`src/rtl/tdm_demux_1_4.sv`:
```
// Receive side of the 4:1 TDM link: rebuilds channels a..d from a serial
// sample stream, regenerating the slot select from the frame-sync marker.
module tdm_demux_1_4 #(
  parameter int WIDTH = 1
) (
  input  logic             clk,
  input  logic             rst,
  input  logic             in_valid,
  input  logic [WIDTH-1:0] in_data,
  input  logic             frame_sync,
  output logic [WIDTH-1:0] a,
  output logic [WIDTH-1:0] b,
  output logic [WIDTH-1:0] c,
  output logic [WIDTH-1:0] d,
  output logic             s0,
  output logic             s1,
  output logic             out_valid,
  output logic             locked,
  output logic             sync_err
);

  typedef enum logic {HUNT, LOCKED} state_t;

  state_t           state;
  logic [1:0]       slot;
  logic [WIDTH-1:0] shadow_a, shadow_b, shadow_c;

  assign s0 = slot[0];
  assign s1 = slot[1];

  always_ff @(posedge clk or posedge rst) begin
    if (rst) begin
      state     <= HUNT;
      slot      <= 2'd0;
      shadow_a  <= '0;
      shadow_b  <= '0;
      shadow_c  <= '0;
      a         <= '0;
      b         <= '0;
      c         <= '0;
      d         <= '0;
      out_valid <= 1'b0;
      locked    <= 1'b0;
      sync_err  <= 1'b0;
    end else begin
      out_valid <= 1'b0;
      sync_err  <= 1'b0;
      if (in_valid) begin
        case (state)
          HUNT: begin
            if (frame_sync) begin
              shadow_a <= in_data;
              slot     <= 2'd1;
              state    <= LOCKED;
              locked   <= 1'b1;
            end
          end
          LOCKED: begin
            if (slot == 2'd0) begin
              if (frame_sync) begin
                shadow_a <= in_data;
                slot     <= 2'd1;
              end else begin
                // missing marker: drop sample and resynchronise from scratch
                sync_err <= 1'b1;
                slot     <= 2'd0;
                state    <= HUNT;
                locked   <= 1'b0;
              end
            end else if (frame_sync) begin
              // early marker restarts the frame; the partial one is abandoned
              sync_err <= 1'b1;
              shadow_a <= in_data;
              slot     <= 2'd1;
            end else begin
              case (slot)
                2'd1: begin
                  shadow_b <= in_data;
                  slot     <= 2'd2;
                end
                2'd2: begin
                  shadow_c <= in_data;
                  slot     <= 2'd3;
                end
                default: begin
                  a         <= shadow_a;
                  b         <= shadow_b;
                  c         <= shadow_c;
                  d         <= in_data;
                  out_valid <= 1'b1;
                  slot      <= 2'd0;
                end
              endcase
            end
          end
          default: begin
            state  <= HUNT;
            slot   <= 2'd0;
            locked <= 1'b0;
          end
        endcase
      end
    end
  end

endmodule
```
`config.mk`:
```
export PLATFORM = sky130hd
export DESIGN_NAME = tdm_demux_1_4
export DESIGN_NICKNAME = d
export VERILOG_FILES = /design/src/rtl/tdm_demux_1_4.sv
export SDC_FILE = /design/constraint.sdc
export NUM_CORES = 1
export LEC_CHECK = 0
export BUFFER_PORTS_ARGS = -buffer_cell sky130_fd_sc_hd__clkbuf_2
export CAP_MARGIN = 20
export CORE_MARGIN = 8
export CORE_UTILIZATION = 45
export DETAILED_ROUTE_END_ITERATION = 10
export GPL_ROUTABILITY_DRIVEN = 1
export PLACE_DENSITY_LB_ADDON = 0.15
export SYNTH_ARGS = -nofsm -noshare
export SYNTH_HDL_FRONTEND = slang
export SYNTH_SLANG_ARGS = --single-unit
```
`constraint.sdc`:
```
create_clock -name clk -period 1.67 [get_ports clk]
set_clock_uncertainty 0.15 [all_clocks]
set_input_delay 0 -clock clk [delete_from_list [all_inputs] [get_ports clk]]
set_output_delay 0 -clock clk [all_outputs]
set_load 0.02 [all_outputs]
```
# Word-level counts from Yosys, hierarchy flattened
# Cells that the tools add are included.
[classes] addsub=0 mul=0 div_mod_pow=0 magnitude_cmp=0 eq_ne=5 shifts=0 mux=23 bitwise_logic=4 reduce_logical=8
[op_table] op="$mux 1" n=16
[op_table] op="$reduce_and 5->1" n=3
[op_table] op="$pmux 2 s2" n=2
[op_table] op="$mux 2" n=3
[op_table] op="$ne 2x2->1 const B" n=2
[op_table] op="$not 1->1" n=4
[op_table] op="$pmux 1 s2" n=2
[op_table] op="$reduce_and 2->1" n=2
[op_table] op="$reduce_and 4->1" n=1
[op_table] op="$eq 2x1->1 const B" n=1
[op_table] op="$eq 2x2->1 const B" n=1
[op_table] op="$logic_not 2->1" n=1
[op_table] op="$ne 2x1->1 const B" n=1
[op_table] op="$reduce_or 2->1" n=1
[word_totals] ff_bits=13 latchBits=0 mem_bits_rw=0 mem_bits_ro=0 input_bits=5 out_inout_bits=9 mem_count=0

# Longest topological paths before layout
[logic_depth] ltp_word=7 depth_mapped=6 ltp_nobuf=6

# Least setup slack after synthesis
# OpenSTA, ideal clock, no wires.
[synth_path] path_type="reg-to-reg" startpoint="reg slot[0]" endpoint="reg a" setup_time_ps=125 t_arrival_ps=1518 slack_ps=-122 stages_incl_launch_ff=7 path_buffers=0 period_less_slack_ps=1792 path_cell_list="dfrtp_1 inv_1 ha_1 inv_1 ha_1 nand4b_1 mux2_2"
[synth_via] elab_chain_len=4 word_cells_on_any_way=7 classes_between="eq/ne: 2; bitwise: 2; reduce/logical: 3"
[synth_lines] element="from (decl)" line="25" source="logic [1:0] slot;"
[synth_lines] element="from (signal assigned)" line="34" source="slot <= 2'd0;"
[synth_lines] element="from (signal assigned)" line="53" source="slot <= 2'd1;"
[synth_lines] element="from (signal assigned)" line="62" source="slot <= 2'd1;"
[synth_lines] element="$eq 2x2->1 / $eq 2x1->1 (equally long branches)" line="76" source="case (slot)"
[synth_lines] element="$reduce_or 2->1 (no line)"
[synth_lines] element="$not 1->1 (no line)"
[synth_lines] element="$reduce_and 5->1 (no line) (*)"
[synth_lines] element="to (signal assigned)" line="86" source="a <= shadow_a;"
[synth_lines] element="to (decl)" line="11" source="output logic [WIDTH-1:0] a,"
# Mark *: on every way between the ends. The rest lies on a longest branch, timed or not.
# A chain may end at the register's enable or synchronous reset.

# Worst setup path in the final report
# Same ends and word-level chain as after synthesis.

==> metrics.csv <==
stage,metric,value,unit
status,status,"finished, final reports clean",
power,pwr-share-seq,40.3,%
power,power_density,1477,mW/mm2
cells_and_area,layout.cells.non_filler,89,
detailed_routing,routed_wl,1228,um
grt,use_met3,5.602,%
detailed_routing,dr.pass1.iters,4,
placement,dp_cells,78,
detailed_routing,vias_per_cell,5.090,
floorplanning,die_area,0.002820,mm2
cells_and_area,filler_cell_count,113,
grt,antenna_found_initial,0,
detailed_routing,via_count,453,
worst_setup_path,endpoint_kind,register,
synthesis,synth_cell_types,19,
detailed_routing,routedWlPerCell,13.80,um
sta,fmax,613.4,MHz
grt,grtUsageTotal,9.960,%
detailed_routing,drc_errors,0,
synthesis,async_reset_ff_share,100.0,%
detailed_routing,final_antenna_net_count,0,
grt,grt_max_degree,14,
grt,grt_util_met1,10.62,%
floorplanning,rows,13,
cells_and_area,area_growth,35.96,%
power,swShare,35.58,%
clock_network,cts_tree,done,
worst_setup_path,arrival,1.64,ns
synthesis,ys_ff_latch,13,
sta,timing.slew.headroom,68.52,%
power,total_power,0.001243,W
floorplanning,die_x,53.10,um
worst_setup_path,critPathLaunchType,register,
detailed_routing,drtIter0Drc,4,
clock_network,cts-root-buf,clkbuf_4,
worst_setup_path,setup.worst_path.class,register to register,
synthesis,synth-edff-count,0,
min_path,hold_class,primary input to asynchronous set/reset pin,
clock_network,clock_latency,0.27,ns
worst_setup_path,cp.required,1.68,ns
sta,slew_viol_final,0,
grt,grt_pass1_vias,426,
placement,gp_congestion,0.6569,
clock_network,cts_buffer_depth,2,
sta,setup_total_negative_slack,0,ns
sta,hold_viol,0,
cells_and_area,layout-drive-gt1-share,48.65,%
cells_and_area,antenna_cells,0,
sta,setup_viol,0,
power,power.switching,0.0004424,W
grt,grt_pass1_wl,1932,um
sta,period_share,97.63,%
grt,grt_busiest_layer,met2,
sta,tightest_slew,0.4717,ns
worst_setup_path,path_max_fanout,3,
cells_and_area,finalNetCount,85,
power,p_clk_share,15.3,%
floorplanning,ios,14,
synthesis,ys_seq_area_share,52.53,%
power,power_frac_comb,44.4,%
grt,grt_overflow_total,0,
floorplanning,core,0.001301,mm2
floorplanning,die_h,53.10,um
worst_setup_path,ff2ff_path_depth,7,
power,intPower,0.0008011,W
placement,dp_hpwl,923.4,um
floorplanning,start_util,47.60,%
power,p_leak,0.4288,nW
clock_network,htree_levels,1,
sta,period_needed,1.630,ns
flow_run,cap_violations,0,
clock_network,numCtsBuffers,3,
grt,use_met2,14.26,%
sta,rsz0062_at_grt,true,
synthesis,syn_avg_cell_area,12.64,um2
synthesis,synthesis.nets,59,
clock_network,cts_sinks,13,
power,vdd_drop_max,0.5839,mV
placement,numPortBuffers,13,
synthesis,synthCells,49,
synthesis,yosysWarnings,0,
clock_network,clkTransAtPathRegs,0.07,ns
synthesis,synthFlopType,dfrtp_1,
synthesis,syn_area,619.3,um2
==> worst max-delay path, stage by stage, from the launching register on <==
cell	delay (ns)
dfrtp_2	0.41
inv_2	0.08
ha_4	0.13
inv_2	0.04
ha_4	0.15
nand4b_1	0.11
buf_4	0.14
mux2_4	0.30
==> final timing paths <==
check,start,endpoint,slack [ns]
hold / removal,rst,shadow_b$_DFFE_PP0P_,0.11
min in group clk,d$_DFFE_PP0P_,d$_DFFE_PP0P_,0.36
hold reg to reg,d$_DFFE_PP0P_,d$_DFFE_PP0P_,0.36
setup reg to reg,slot[0]$_DFFE_PP0P_,a$_DFFE_PP0P_,0.04
setup / recovery,slot[0]$_DFFE_PP0P_,a$_DFFE_PP0P_,0.04
max in group asynchronous,rst,slot[0]$_DFFE_PP0P_,0.92
==> state kept, by name, summed over array words and instances, names as in the netlist <==
signal,cells
a,1
b,1
c,1
d,1
locked,1
out_valid,1
shadow_a,1
shadow_b,1
shadow_c,1
slot,2
state,1
sync_err,1
==> logic make-up (layout without fill, tap and decap cells) <==
group	count (synthesis)	in the layout	share of synthesized area, %
compound gates	7	7	7.677
simple gates	10	10	11.52
buf+inv	7	32	5.454
flops	13	13	52.52
mux	7	7	12.73
fa+ha+maj	5	5	10.10
==> synth_stat cells, drive strengths merged, types with 2 or more instances <==
cell type	instances	share of area (%)
dfrtp	13	53
mux2	7	13
ha	5	10
inv	5	3.0
a21oi	2	1.6
and2b	2	2.4
buf	2	2.4
nand4	2	2.0
==> through the flow <==
| stage | instance area (um2) | setup WS [ns] | hold WS [ns] | utilization, % |
|---|---|---|---|---|
| after floorplan | 640.6 | -0.01426 | -0.2732 | - |
| after global placement | 732.0 | 0.03546 | -0.1215 | 56.25 |
| after detailed placement | 732.0 | -0.002733 | -0.1265 | 56.25 |
| after CTS | 834.6 | 0.05036 | 0.1215 | 64.13 |
| after global routing | 842.1 | -0.01141 | 0.1407 | 64.71 |
| final | 842.1 | 0.03965 | 0.1094 | 64.71 |
==> layout by cell type (no fill, tap or decap) <==
cell           synthesis  final
a21oi_1                2      2
a22o_1                 1      1
a311oi_1               1      1
a31oi_1                1      1
a32oi_1                1      1
and2b_1                2      2
and3_1                 1      1
and4bb_1               1      1
buf_4                  2      6
clkbuf_1               0      1
clkbuf_2               0     13
clkbuf_4               0      3
dfrtp_1               13     11
dfrtp_2                0      2
dlygate4sd3_1          0      4
ha_1                   5      3
ha_4                   0      2
inv_1                  5      2
inv_2                  0      3
mux2_2                 7      3
mux2_4                 0      4
nand2_1                1      1
nand2b_1               1      1
nand4_1                2      2
nand4b_1               1      1
nor2b_1                1      1
o21ai_0                1      1
==> per-layer routing <==
metal | vias to the layer above | wire length, um
met4 | 0 | 37
met3 | 5 | 103
met5 | - | 0
met2 | 11 | 578
li1 | 223 | -
met1 | 214 | 509
==> area by class of cell <==
class,count,area [um2],area share (%)
inverters,5,18.77,2.229
flip-flops and latches,13,327.8,38.93
repair buffers,23,150.1,17.83
well taps,15,18.77,2.229
clock buffers,4,26.28,3.120
multi-input cells,29,300.3,35.66
==> power by group through the flow <==
stage | Sequential (W) | Clock (W) | Combinational [W]
floorplan | 0.000572 | 0 | 0.000261
detailed placement | 0.000503 | 0 | 0.000502
finish | 0.000501 | 0.000190 | 0.000553
global placement | 0.000496 | 0 | 0.000497
global route | 0.000512 | 0.000219 | 0.000601
CTS | 0.000498 | 0.000196 | 0.000554
==> what timing repair did <==
action	CTS	global route
endpoints found under the setup margin	2	2
buffers inserted	2	1
hold endpoints to repair	21	0
gates resized for setup	4	0
hold buffers	4	0
Note: power is estimated with default switching activity, not from simulation.
